[src/rtl/commit_trace_buffer_pkg.sv]
// Shared types for the commit-trace buffer: record kinds, FSM states and the packed record layout.
// The instruction number travels beside rec_t because its width is a block parameter.
package commit_trace_buffer_pkg;

  localparam int PC_W   = 16;
  localparam int DATA_W = 16;
  localparam int REG_W  = 3;
  localparam int KIND_W = 3;

  typedef enum logic [KIND_W-1:0] {
    KIND_NOP  = 3'd0,
    KIND_REG  = 3'd1,
    KIND_LD   = 3'd2,
    KIND_ST   = 3'd3,
    KIND_STU  = 3'd4,
    KIND_HALT = 3'd5
  } kind_e;

  typedef enum logic [1:0] {
    ST_RUN        = 2'd0,
    ST_HALT_DRAIN = 2'd1,
    ST_DONE       = 2'd2
  } state_e;

  typedef struct packed {
    kind_e             kind;
    logic [PC_W-1:0]   pc;
    logic [REG_W-1:0]  rd;
    logic [DATA_W-1:0] wdata;
    logic [DATA_W-1:0] addr;
    logic [DATA_W-1:0] mdata;
  } rec_t;

  localparam int REC_W = $bits(rec_t);

  function automatic kind_e classify(input logic halt, input logic reg_write,
                                     input logic mem_read, input logic mem_write);
    kind_e k;
    if (halt)                        k = KIND_HALT;
    else if (reg_write && mem_write) k = KIND_STU;
    else if (reg_write && mem_read)  k = KIND_LD;
    else if (reg_write)              k = KIND_REG;
    else if (mem_write)              k = KIND_ST;
    else                             k = KIND_NOP;
    return k;
  endfunction

  // Fields a kind does not use are zeroed so the trace compares cleanly against a golden log.
  function automatic rec_t build_rec(input logic halt, input logic reg_write,
                                     input logic mem_read, input logic mem_write,
                                     input logic [PC_W-1:0] pc, input logic [REG_W-1:0] rd,
                                     input logic [DATA_W-1:0] wdata,
                                     input logic [DATA_W-1:0] addr,
                                     input logic [DATA_W-1:0] mdata);
    rec_t r;
    r      = '0;
    r.kind = classify(halt, reg_write, mem_read, mem_write);
    r.pc   = pc;
    case (r.kind)
      KIND_REG: begin
        r.rd    = rd;
        r.wdata = wdata;
      end
      KIND_LD: begin
        r.rd    = rd;
        r.wdata = wdata;
        r.addr  = addr;
      end
      KIND_ST: begin
        r.addr  = addr;
        r.mdata = mdata;
      end
      KIND_STU: begin
        r.rd    = rd;
        r.wdata = wdata;
        r.addr  = addr;
        r.mdata = mdata;
      end
      default: ;
    endcase
    return r;
  endfunction

endpackage

[src/rtl/commit_trace_buffer_if.sv]
// Commit-side inputs, record drain port and status of the trace buffer.
// master = core/consumer side, slave = trace buffer.
interface commit_trace_buffer_if #(
  parameter int CNT_W = 32
);
  import commit_trace_buffer_pkg::*;

  logic              commit_valid;
  logic [PC_W-1:0]   commit_pc;
  logic              reg_write;
  logic [REG_W-1:0]  write_reg;
  logic [DATA_W-1:0] write_data;
  logic              mem_read;
  logic              mem_write;
  logic [DATA_W-1:0] mem_addr;
  logic [DATA_W-1:0] mem_data;
  logic              halt;

  logic              rec_valid;
  logic              rec_ready;
  logic [KIND_W-1:0] rec_kind;
  logic [CNT_W-1:0]  rec_inum;
  logic [PC_W-1:0]   rec_pc;
  logic [REG_W-1:0]  rec_reg;
  logic [DATA_W-1:0] rec_wdata;
  logic [DATA_W-1:0] rec_addr;
  logic [DATA_W-1:0] rec_mdata;

  logic [CNT_W-1:0]  inst_count;
  logic [CNT_W-1:0]  cycle_count;
  logic              overflow;
  logic              done;

  modport master (
    output commit_valid, commit_pc, reg_write, write_reg, write_data,
           mem_read, mem_write, mem_addr, mem_data, halt, rec_ready,
    input  rec_valid, rec_kind, rec_inum, rec_pc, rec_reg, rec_wdata,
           rec_addr, rec_mdata, inst_count, cycle_count, overflow, done
  );

  modport slave (
    input  commit_valid, commit_pc, reg_write, write_reg, write_data,
           mem_read, mem_write, mem_addr, mem_data, halt, rec_ready,
    output rec_valid, rec_kind, rec_inum, rec_pc, rec_reg, rec_wdata,
           rec_addr, rec_mdata, inst_count, cycle_count, overflow, done
  );

endinterface

[src/rtl/commit_trace_buffer_trace_fifo.sv]
// Synchronous FIFO with first-word-fall-through head; push when full is accepted only if a pop
// happens in the same cycle, otherwise it is refused.
module trace_fifo #(
  parameter int WIDTH = 8,
  parameter int DEPTH = 8
) (
  input  logic             clk,
  input  logic             rst,
  input  logic             push_i,
  input  logic [WIDTH-1:0] push_dat_i,
  input  logic             pop_i,
  output logic [WIDTH-1:0] pop_dat_o,
  output logic             full_o,
  output logic             empty_o
);

  localparam int AW = $clog2(DEPTH);
  localparam logic [AW:0] PTR_ONE = {{AW{1'b0}}, 1'b1};

  logic [AW:0]      wr_ptr_q, wr_ptr_d;
  logic [AW:0]      rd_ptr_q, rd_ptr_d;
  logic [WIDTH-1:0] mem_q [DEPTH];
  logic             do_push, do_pop;

  // Extra pointer MSB distinguishes full from empty when the index bits match.
  assign empty_o = (wr_ptr_q == rd_ptr_q);
  assign full_o  = (wr_ptr_q[AW] != rd_ptr_q[AW]) &&
                   (wr_ptr_q[AW-1:0] == rd_ptr_q[AW-1:0]);

  assign do_pop  = pop_i && !empty_o;
  assign do_push = push_i && (!full_o || do_pop);

  assign wr_ptr_d  = do_push ? wr_ptr_q + PTR_ONE : wr_ptr_q;
  assign rd_ptr_d  = do_pop  ? rd_ptr_q + PTR_ONE : rd_ptr_q;
  assign pop_dat_o = mem_q[rd_ptr_q[AW-1:0]];

  always_ff @(posedge clk or posedge rst) begin
    if (rst) begin
      wr_ptr_q <= '0;
      rd_ptr_q <= '0;
    end else begin
      wr_ptr_q <= wr_ptr_d;
      rd_ptr_q <= rd_ptr_d;
    end
  end

  always_ff @(posedge clk) begin
    if (do_push) begin
      mem_q[wr_ptr_q[AW-1:0]] <= push_dat_i;
    end
  end

endmodule

[src/rtl/commit_trace_buffer.sv]
// Classifies each committed instruction into a numbered trace record and queues it for a
// valid/ready consumer; record visible one cycle after commit, dropped (sticky overflow) when full.
module commit_trace_buffer
  import commit_trace_buffer_pkg::*;
#(
  parameter int DEPTH = 8,
  parameter int CNT_W = 32
) (
  input  logic                  clk,
  input  logic                  rst,
  commit_trace_buffer_if.slave  bus
);

  localparam int           FIFO_W  = CNT_W + REC_W;
  localparam logic [CNT_W-1:0] CNT_ONE = {{(CNT_W-1){1'b0}}, 1'b1};
  localparam logic [CNT_W-1:0] CNT_MAX = {CNT_W{1'b1}};

  state_e             state_q, state_d;
  logic [CNT_W-1:0]   inst_q, inst_d;
  logic [CNT_W-1:0]   cyc_q, cyc_d;
  logic               ovf_q, ovf_d;

  logic               cnt_en;
  logic               done_w;
  logic               push, pop, drop;
  logic               fifo_full, fifo_empty;
  rec_t               new_rec, head_rec;
  logic [CNT_W-1:0]   head_inum;
  logic [FIFO_W-1:0]  push_dat, head_dat;

  assign push = (state_q == ST_RUN) && bus.commit_valid;
  assign pop  = !fifo_empty && bus.rec_ready;
  // A pop in the same cycle frees the slot, so a full FIFO only drops without one.
  assign drop = push && fifo_full && !pop;

  assign new_rec  = build_rec(bus.halt, bus.reg_write, bus.mem_read, bus.mem_write,
                              bus.commit_pc, bus.write_reg, bus.write_data,
                              bus.mem_addr, bus.mem_data);
  assign push_dat = {inst_q, new_rec};

  trace_fifo #(
    .WIDTH (FIFO_W),
    .DEPTH (DEPTH)
  ) u_trace_fifo (
    .clk        (clk),
    .rst        (rst),
    .push_i     (push && !drop),
    .push_dat_i (push_dat),
    .pop_i      (pop),
    .pop_dat_o  (head_dat),
    .full_o     (fifo_full),
    .empty_o    (fifo_empty)
  );

  assign {head_inum, head_rec} = head_dat;

  always_ff @(posedge clk or posedge rst) begin
    if (rst) begin
      state_q <= ST_RUN;
    end else begin
      state_q <= state_d;
    end
  end

  // A halt record moves to drain even when it was dropped for lack of space.
  always_comb begin
    state_d = state_q;
    case (state_q)
      ST_RUN: begin
        if (push && bus.halt) state_d = ST_HALT_DRAIN;
      end
      ST_HALT_DRAIN: begin
        if (fifo_empty) state_d = ST_DONE;
      end
      ST_DONE: state_d = ST_DONE;
      default: state_d = ST_RUN;
    endcase
  end

  always_comb begin
    cnt_en = 1'b0;
    done_w = 1'b0;
    case (state_q)
      ST_RUN, ST_HALT_DRAIN: cnt_en = 1'b1;
      ST_DONE:               done_w = 1'b1;
      default: ;
    endcase
  end

  always_comb begin
    inst_d = inst_q;
    cyc_d  = cyc_q;
    ovf_d  = ovf_q;
    if (push && (inst_q != CNT_MAX)) inst_d = inst_q + CNT_ONE;
    if (cnt_en && (cyc_q != CNT_MAX)) cyc_d = cyc_q + CNT_ONE;
    if (drop) ovf_d = 1'b1;
  end

  always_ff @(posedge clk or posedge rst) begin
    if (rst) begin
      inst_q <= '0;
      cyc_q  <= '0;
      ovf_q  <= 1'b0;
    end else begin
      inst_q <= inst_d;
      cyc_q  <= cyc_d;
      ovf_q  <= ovf_d;
    end
  end

  // Record fields read as zero whenever nothing is buffered.
  assign bus.rec_valid   = !fifo_empty;
  assign bus.rec_kind    = fifo_empty ? '0 : head_rec.kind;
  assign bus.rec_inum    = fifo_empty ? '0 : head_inum;
  assign bus.rec_pc      = fifo_empty ? '0 : head_rec.pc;
  assign bus.rec_reg     = fifo_empty ? '0 : head_rec.rd;
  assign bus.rec_wdata   = fifo_empty ? '0 : head_rec.wdata;
  assign bus.rec_addr    = fifo_empty ? '0 : head_rec.addr;
  assign bus.rec_mdata   = fifo_empty ? '0 : head_rec.mdata;

  assign bus.inst_count  = inst_q;
  assign bus.cycle_count = cyc_q;
  assign bus.overflow    = ovf_q;
  assign bus.done        = done_w;

endmodule

[src/flat_wrapper.sv]
// flat-port wrapper written by rule: the top's interface ports become plain ports
module commit_trace_buffer_flat import commit_trace_buffer_pkg::*;
#(
  parameter int DEPTH = 8,
  parameter int CNT_W = 32
)
  (clk, rst, bus_commit_valid, bus_commit_pc, bus_reg_write, bus_write_reg, bus_write_data, bus_mem_read, bus_mem_write, bus_mem_addr, bus_mem_data, bus_halt, bus_rec_ready, bus_rec_valid, bus_rec_kind, bus_rec_inum, bus_rec_pc, bus_rec_reg, bus_rec_wdata, bus_rec_addr, bus_rec_mdata, bus_inst_count, bus_cycle_count, bus_overflow, bus_done);
  commit_trace_buffer_if #(.CNT_W(CNT_W)) bus_i ();
  input  logic clk;
  input  logic rst;
  input wire logic [$bits(bus_i.commit_valid)-1:0] bus_commit_valid;
  input wire logic [$bits(bus_i.commit_pc)-1:0] bus_commit_pc;
  input wire logic [$bits(bus_i.reg_write)-1:0] bus_reg_write;
  input wire logic [$bits(bus_i.write_reg)-1:0] bus_write_reg;
  input wire logic [$bits(bus_i.write_data)-1:0] bus_write_data;
  input wire logic [$bits(bus_i.mem_read)-1:0] bus_mem_read;
  input wire logic [$bits(bus_i.mem_write)-1:0] bus_mem_write;
  input wire logic [$bits(bus_i.mem_addr)-1:0] bus_mem_addr;
  input wire logic [$bits(bus_i.mem_data)-1:0] bus_mem_data;
  input wire logic [$bits(bus_i.halt)-1:0] bus_halt;
  input wire logic [$bits(bus_i.rec_ready)-1:0] bus_rec_ready;
  output wire logic [$bits(bus_i.rec_valid)-1:0] bus_rec_valid;
  output wire logic [$bits(bus_i.rec_kind)-1:0] bus_rec_kind;
  output wire logic [$bits(bus_i.rec_inum)-1:0] bus_rec_inum;
  output wire logic [$bits(bus_i.rec_pc)-1:0] bus_rec_pc;
  output wire logic [$bits(bus_i.rec_reg)-1:0] bus_rec_reg;
  output wire logic [$bits(bus_i.rec_wdata)-1:0] bus_rec_wdata;
  output wire logic [$bits(bus_i.rec_addr)-1:0] bus_rec_addr;
  output wire logic [$bits(bus_i.rec_mdata)-1:0] bus_rec_mdata;
  output wire logic [$bits(bus_i.inst_count)-1:0] bus_inst_count;
  output wire logic [$bits(bus_i.cycle_count)-1:0] bus_cycle_count;
  output wire logic [$bits(bus_i.overflow)-1:0] bus_overflow;
  output wire logic [$bits(bus_i.done)-1:0] bus_done;
  assign bus_i.commit_valid = bus_commit_valid;
  assign bus_i.commit_pc = bus_commit_pc;
  assign bus_i.reg_write = bus_reg_write;
  assign bus_i.write_reg = bus_write_reg;
  assign bus_i.write_data = bus_write_data;
  assign bus_i.mem_read = bus_mem_read;
  assign bus_i.mem_write = bus_mem_write;
  assign bus_i.mem_addr = bus_mem_addr;
  assign bus_i.mem_data = bus_mem_data;
  assign bus_i.halt = bus_halt;
  assign bus_i.rec_ready = bus_rec_ready;
  assign bus_rec_valid = bus_i.rec_valid;
  assign bus_rec_kind = bus_i.rec_kind;
  assign bus_rec_inum = bus_i.rec_inum;
  assign bus_rec_pc = bus_i.rec_pc;
  assign bus_rec_reg = bus_i.rec_reg;
  assign bus_rec_wdata = bus_i.rec_wdata;
  assign bus_rec_addr = bus_i.rec_addr;
  assign bus_rec_mdata = bus_i.rec_mdata;
  assign bus_inst_count = bus_i.inst_count;
  assign bus_cycle_count = bus_i.cycle_count;
  assign bus_overflow = bus_i.overflow;
  assign bus_done = bus_i.done;
  commit_trace_buffer #(.DEPTH(DEPTH), .CNT_W(CNT_W)) u_core (.clk(clk), .rst(rst), .bus(bus_i));
endmodule
[config.mk]
export PLATFORM = sky130hd
export DESIGN_NAME = commit_trace_buffer_flat
export DESIGN_NICKNAME = d
export VERILOG_FILES = /design/src/rtl/commit_trace_buffer_pkg.sv /design/src/rtl/commit_trace_buffer_if.sv /design/src/rtl/commit_trace_buffer_trace_fifo.sv /design/src/rtl/commit_trace_buffer.sv /design/src/flat_wrapper.sv
export SDC_FILE = /design/constraint.sdc
export NUM_CORES = 1
export LEC_CHECK = 0
export ABC_AREA = 1
export BUFFER_PORTS_ARGS = -buffer_cell sky130_fd_sc_hd__buf_2
export CAP_MARGIN = 40
export CORE_ASPECT_RATIO = 1.1
export CORE_UTILIZATION = 45
export CTS_CLUSTER_DIAMETER = 50
export CTS_CLUSTER_SIZE = 12
export DETAILED_ROUTE_END_ITERATION = 6
export PLACE_DENSITY = 0.63
export SYNTH_ARGS = -nofsm -noshare
export SYNTH_HDL_FRONTEND = slang
export SYNTH_HIERARCHICAL = 1
export SYNTH_SLANG_ARGS = --single-unit
[constraint.sdc]
create_clock -name clk -period 16.7 [get_ports clk]
set_input_delay 3.34 -clock clk [delete_from_list [all_inputs] [get_ports clk]]
set_output_delay 3.34 -clock clk [all_outputs]
set_load 0.01 [all_outputs]
==> tab_implementation.tex <==
\begin{tabular}{lr}
\hline
Metric & Value \\
\hline
\multicolumn{2}{l}{\textbf{Placed design}} \\
Post-detail-place hpwl & 50.17 mm \\
Input/output buffers & 243 \\
Gpl congestion & 0.8137 \\
\multicolumn{2}{l}{\textbf{Global route}} \\
Global-route wire length before repair & 139.2 mm \\
Overflow left after global routing & 0 \\
Total track usage & 21.43\% \\
Number of antenna violations at the first check in global routing & 3 \\
Pin count of the biggest net entering global routing & 241 \\
Via count of the first global-routing pass & 23520 \\
\multicolumn{2}{l}{\textbf{Clocking}} \\
Buffers from clock root to sink, at most & 3 \\
Clock Sink Count & 891 \\
TritonCTS clock tree & built \\
Clock latency at the later pin of the worst-skew pair & 650 ps \\
Number of setup buffers added after CTS & 0 \\
Clock transition at path regs & 60 ps \\
Root buffer selected by CTS & sky130\_fd\_sc\_hd\_\_clkbuf\_16 \\
Cts bufs inserted & 90 \\
Hold buffer count at CTS & 0 \\
H-tree levels & 3 \\
Number of gates given a new drive strength after cts & 0 \\
\multicolumn{2}{l}{\textbf{Yosys}} \\
Adder-cell area share of the yosys netlist & 0.2672\% \\
Yosys warning total & 6 \\
Dominant combinational cell family by area after synthesis & simple AND/OR/NAND/NOR gates \\
Sequential element share of the synthesized area & 70.42\% \\
Post-synthesis cell area & 37460 µm² \\
Post-Synth XOR/XNOR Area & 0.5611\% \\
Flip-flop and latch count after synthesis & 891 \\
Net Count, Synth & 3477 \\
Number of different library cells in the post-synthesis netlist & 33 \\
Fraction of synthesized area in multiplexers & 0\% \\
Top post-synthesis cells by area & sky130\_fd\_sc\_hd\_\_edfxtp\_1 65\%, sky130\_fd\_sc\_hd\_\_nor2\_1 6.7\%, sky130\_fd\_sc\_hd\_\_nand2\_1 6.7\% \\
Cells after Synth & 3394 \\
Mean area per synthesized cell & 11.04 µm² \\
Share of the synthesized area in the top cell type & 65.41\% \\
Complex-gate fraction of the synthesized area & 9.085\% \\
Biggest area consumer among synthesized cells & sky130\_fd\_sc\_hd\_\_edfxtp\_1 \\
Basic-gate share of the synthesized area counting and, or, nand and nor cells & 14.93\% \\
\multicolumn{2}{l}{\textbf{Critical path}} \\
Required arrival time at the worst endpoint & 13360 ps \\
Highest net fanout along the worst path & 209 \\
Kind of capture point of the worst setup path & output pin \\
Worst Setup Start Kind & flip-flop \\
Worst Setup SP & u\_core/u\_trace\_fifo/rd\_ptr\_q[0] \\
Critical path arrival & 4770 ps \\
Kind of critical path & flip-flop to output pin \\
R2r startpoint & u\_core/u\_trace\_fifo/rd\_ptr\_q[0] \\
Slack of the worst reg-to-reg path & 10890 ps \\
\multicolumn{2}{l}{\textbf{Cells and area}} \\
Area growth syn-to-layout & 13.25\% \\
Leading cell type in the layout, fill and taps excluded & sky130\_fd\_sc\_hd\_\_edfxtp\_1 \\
Fraction of layout instances using a drive strength above 1 & 11.88\% \\
Fin util & 51.63\% \\
Most used cells in the layout excluding fill and tap cells & 816 x sky130\_fd\_sc\_hd\_\_edfxtp\_1, 669 x sky130\_fd\_sc\_hd\_\_nand2\_1, 664 x sky130\_fd\_sc\_hd\_\_nor2\_1, 410 x sky130\_fd\_sc\_hd\_\_o21ai\_0, 243 x sky130\_fd\_sc\_hd\_\_buf\_2 \\
Net count reported at finish & 3670 \\
\multicolumn{2}{l}{\textbf{Timing}} \\
Setup repair after global routing missed its margin & false \\
Worst clock skew & 26.68 ps \\
Final number of hold-violating endpoints & 0 \\
Final setup violating endpoints & 0 \\
Final cycle utilization of the critical path & 48.58\% \\
Post-route minimum period & 8113 ps \\
Tightest slew margin relative to the limit & 22.00\% \\
Setup tns final & 0 ps \\
Slew at the pin closest to its max-slew limit & 1170 ps \\
Highest clock rate & 123.3 MHz \\
Final max-slew violation count & 0 \\
\multicolumn{2}{l}{\textbf{Floorplan}} \\
Floorplan die width & 277.1 µm \\
Core Area & 82170 µm² \\
Starting density of the core & 45.59\% \\
Cell row count & 110 \\
DIE HEIGHT & 304.6 µm \\
\# IOs & 244 \\
Total Die Area & 84400 µm² \\
\multicolumn{2}{l}{\textbf{Hold path}} \\
Path class of the lowest-slack min-delay path & flip-flop to flip-flop \\
Start point of the worst hold path & u\_core/bus.overflow \\
\multicolumn{2}{l}{\textbf{Power and ir drop}} \\
Leakage power figure & 15.93 nW \\
Maximum VDD drop & 0.0001505 V \\
Power density of the placed cells & 163.8 nW/µm² \\
\multicolumn{2}{l}{\textbf{Detailed routing}} \\
Number of detailed-routing iterations run before antenna repair & 5 \\
Via total after detailed routing & 25290 \\
Via density per instance & 5.391 \\
Residual DRC & 0 \\
Final antenna-violating net count & 0 \\
Initial detailed-routing violation count & 1981 \\
Routed len/inst & 19.60 µm \\
Overall routed net length & 91.96 mm \\
\multicolumn{2}{l}{\textbf{Job}} \\
Max-cap violations & 0 \\
\multicolumn{2}{l}{\textbf{Outcome}} \\
Outcome & completed \\
\hline
\end{tabular}
[final timing paths]
check                           cells after the start                          endpoint
worst max-delay path                                9                  bus_rec_mdata[3]
worst min-delay path                                1               u_core/bus.overflow
worst max register to register                     14  u_core/u_trace_fifo/mem_q[3][51]
worst min register to register                      1               u_core/bus.overflow
max in group asynchronous                           3         u_core/bus.inst_count[24]
min in group asynchronous                           2   u_core/u_trace_fifo/wr_ptr_q[3]
[worst max-delay path, cell delays in order (launching register included)]
cell and delay [ps]:
sky130_fd_sc_hd__dfrtp_4 1000, sky130_fd_sc_hd__clkinv_8 790, sky130_fd_sc_hd__nand2_1 230, sky130_fd_sc_hd__nand2_1 90, sky130_fd_sc_hd__nor2_2 170, sky130_fd_sc_hd__nand3_1 220, sky130_fd_sc_hd__inv_4 540, sky130_fd_sc_hd__buf_4 710
sky130_fd_sc_hd__nor2_1 120, sky130_fd_sc_hd__buf_2 170
[registers in the layout, indices dropped and copies added, names as in the netlist]
name,count
u_core/bus.cycle_count,32
u_core/u_trace_fifo/mem_q,816
u_core/bus.overflow,1
u_core/bus.inst_count,32
u_core/u_trace_fifo/rd_ptr_q,4
u_core/state_q,2
u_core/u_trace_fifo/wr_ptr_q,4
[layout make-up]
cell class	count	area, µm²
tap	1064	1331
fill	7073	39740
clock buffer	110	2379
sequential	891	26390
antenna	1	2.502
timing repair buffer	288	1757
clock inverter	22	324.1
multi-input combinational	2092	9375
inverter	224	863.3
[cells by family (layout without fill, tap and decap cells)]
logic type | after synthesis | count (layout)
other cells | 0 | 1
flops | 891 | 891
buf+inv | 411 | 644
simple gates | 1432 | 1432
compound gates | 628 | 628
xor+xnor | 24 | 24
fa+ha+maj | 8 | 8
[cells in the mapped netlist]
cell type and number:
sky130_fd_sc_hd__dfrtp_1 75, sky130_fd_sc_hd__nand3b_1 13, sky130_fd_sc_hd__edfxtp_1 816, sky130_fd_sc_hd__nand2_1 669, sky130_fd_sc_hd__a21oi_1 5, sky130_fd_sc_hd__o21ai_1 7
sky130_fd_sc_hd__xor2_1 12, sky130_fd_sc_hd__inv_4 1, sky130_fd_sc_hd__nand3_1 43, sky130_fd_sc_hd__and2_1 2, sky130_fd_sc_hd__nor2_1 672, sky130_fd_sc_hd__nand2_4 1
sky130_fd_sc_hd__nand2_2 2, sky130_fd_sc_hd__buf_12 1, sky130_fd_sc_hd__nand4_2 1, sky130_fd_sc_hd__inv_2 1, sky130_fd_sc_hd__inv_1 222, sky130_fd_sc_hd__buf_2 56
sky130_fd_sc_hd__ha_1 8, sky130_fd_sc_hd__buf_1 2, sky130_fd_sc_hd__a31o_2 1, sky130_fd_sc_hd__o21ai_0 410, sky130_fd_sc_hd__o22ai_1 204, sky130_fd_sc_hd__nand4_1 17
sky130_fd_sc_hd__xnor2_1 12, sky130_fd_sc_hd__nand3_4 1, sky130_fd_sc_hd__nor3_1 5, sky130_fd_sc_hd__nor2_2 4, sky130_fd_sc_hd__clkbuf_1 108, sky130_fd_sc_hd__a31oi_1 1
sky130_fd_sc_hd__nor2_4 2, sky130_fd_sc_hd__buf_4 2, sky130_fd_sc_hd__buf_6 18
[where the power goes]
part / switching, mW / leakage, nW / total (mW) / internal (mW)
sequential: 0.116 / 8.36 / 2.70 / 2.59
clock: 0.817 / 1.31 / 1.89 / 1.07
combinational: 1.63 / 6.26 / 2.36 / 0.729
[per-layer routing]
metal | GRT usage, % | vias up | part of all wire, %
met4 | 6.628 | 2 | 2.2
met1 | 29.63 | 12410 | 44
met2 | 35.12 | 740 | 48
met5 | 0 | - | 0.014
met3 | 3.059 | 121 | 5.8
li1 | - | 12020 | -
[metrics by stage]
step / power [mW] / hold WS [ps] / instances / worst slack, ps / instance area, µm²
final: 6.949 / 493.6 / 4692 / 8587 / 42420
after CTS: 7.007 / 489.2 / 4691 / 8495 / 42420
after global routing: 7.343 / 524.5 / 4692 / 8151 / 42420
after global placement: 5.068 / 456.2 / 4550 / 9286 / 39490
after detailed placement: 5.123 / 470.9 / 4559 / 9193 / 39720
after floorplan: 4.291 / 501.8 / 3394 / 7712 / 37460
No activity file was read; power rests on OpenSTA's default activity.
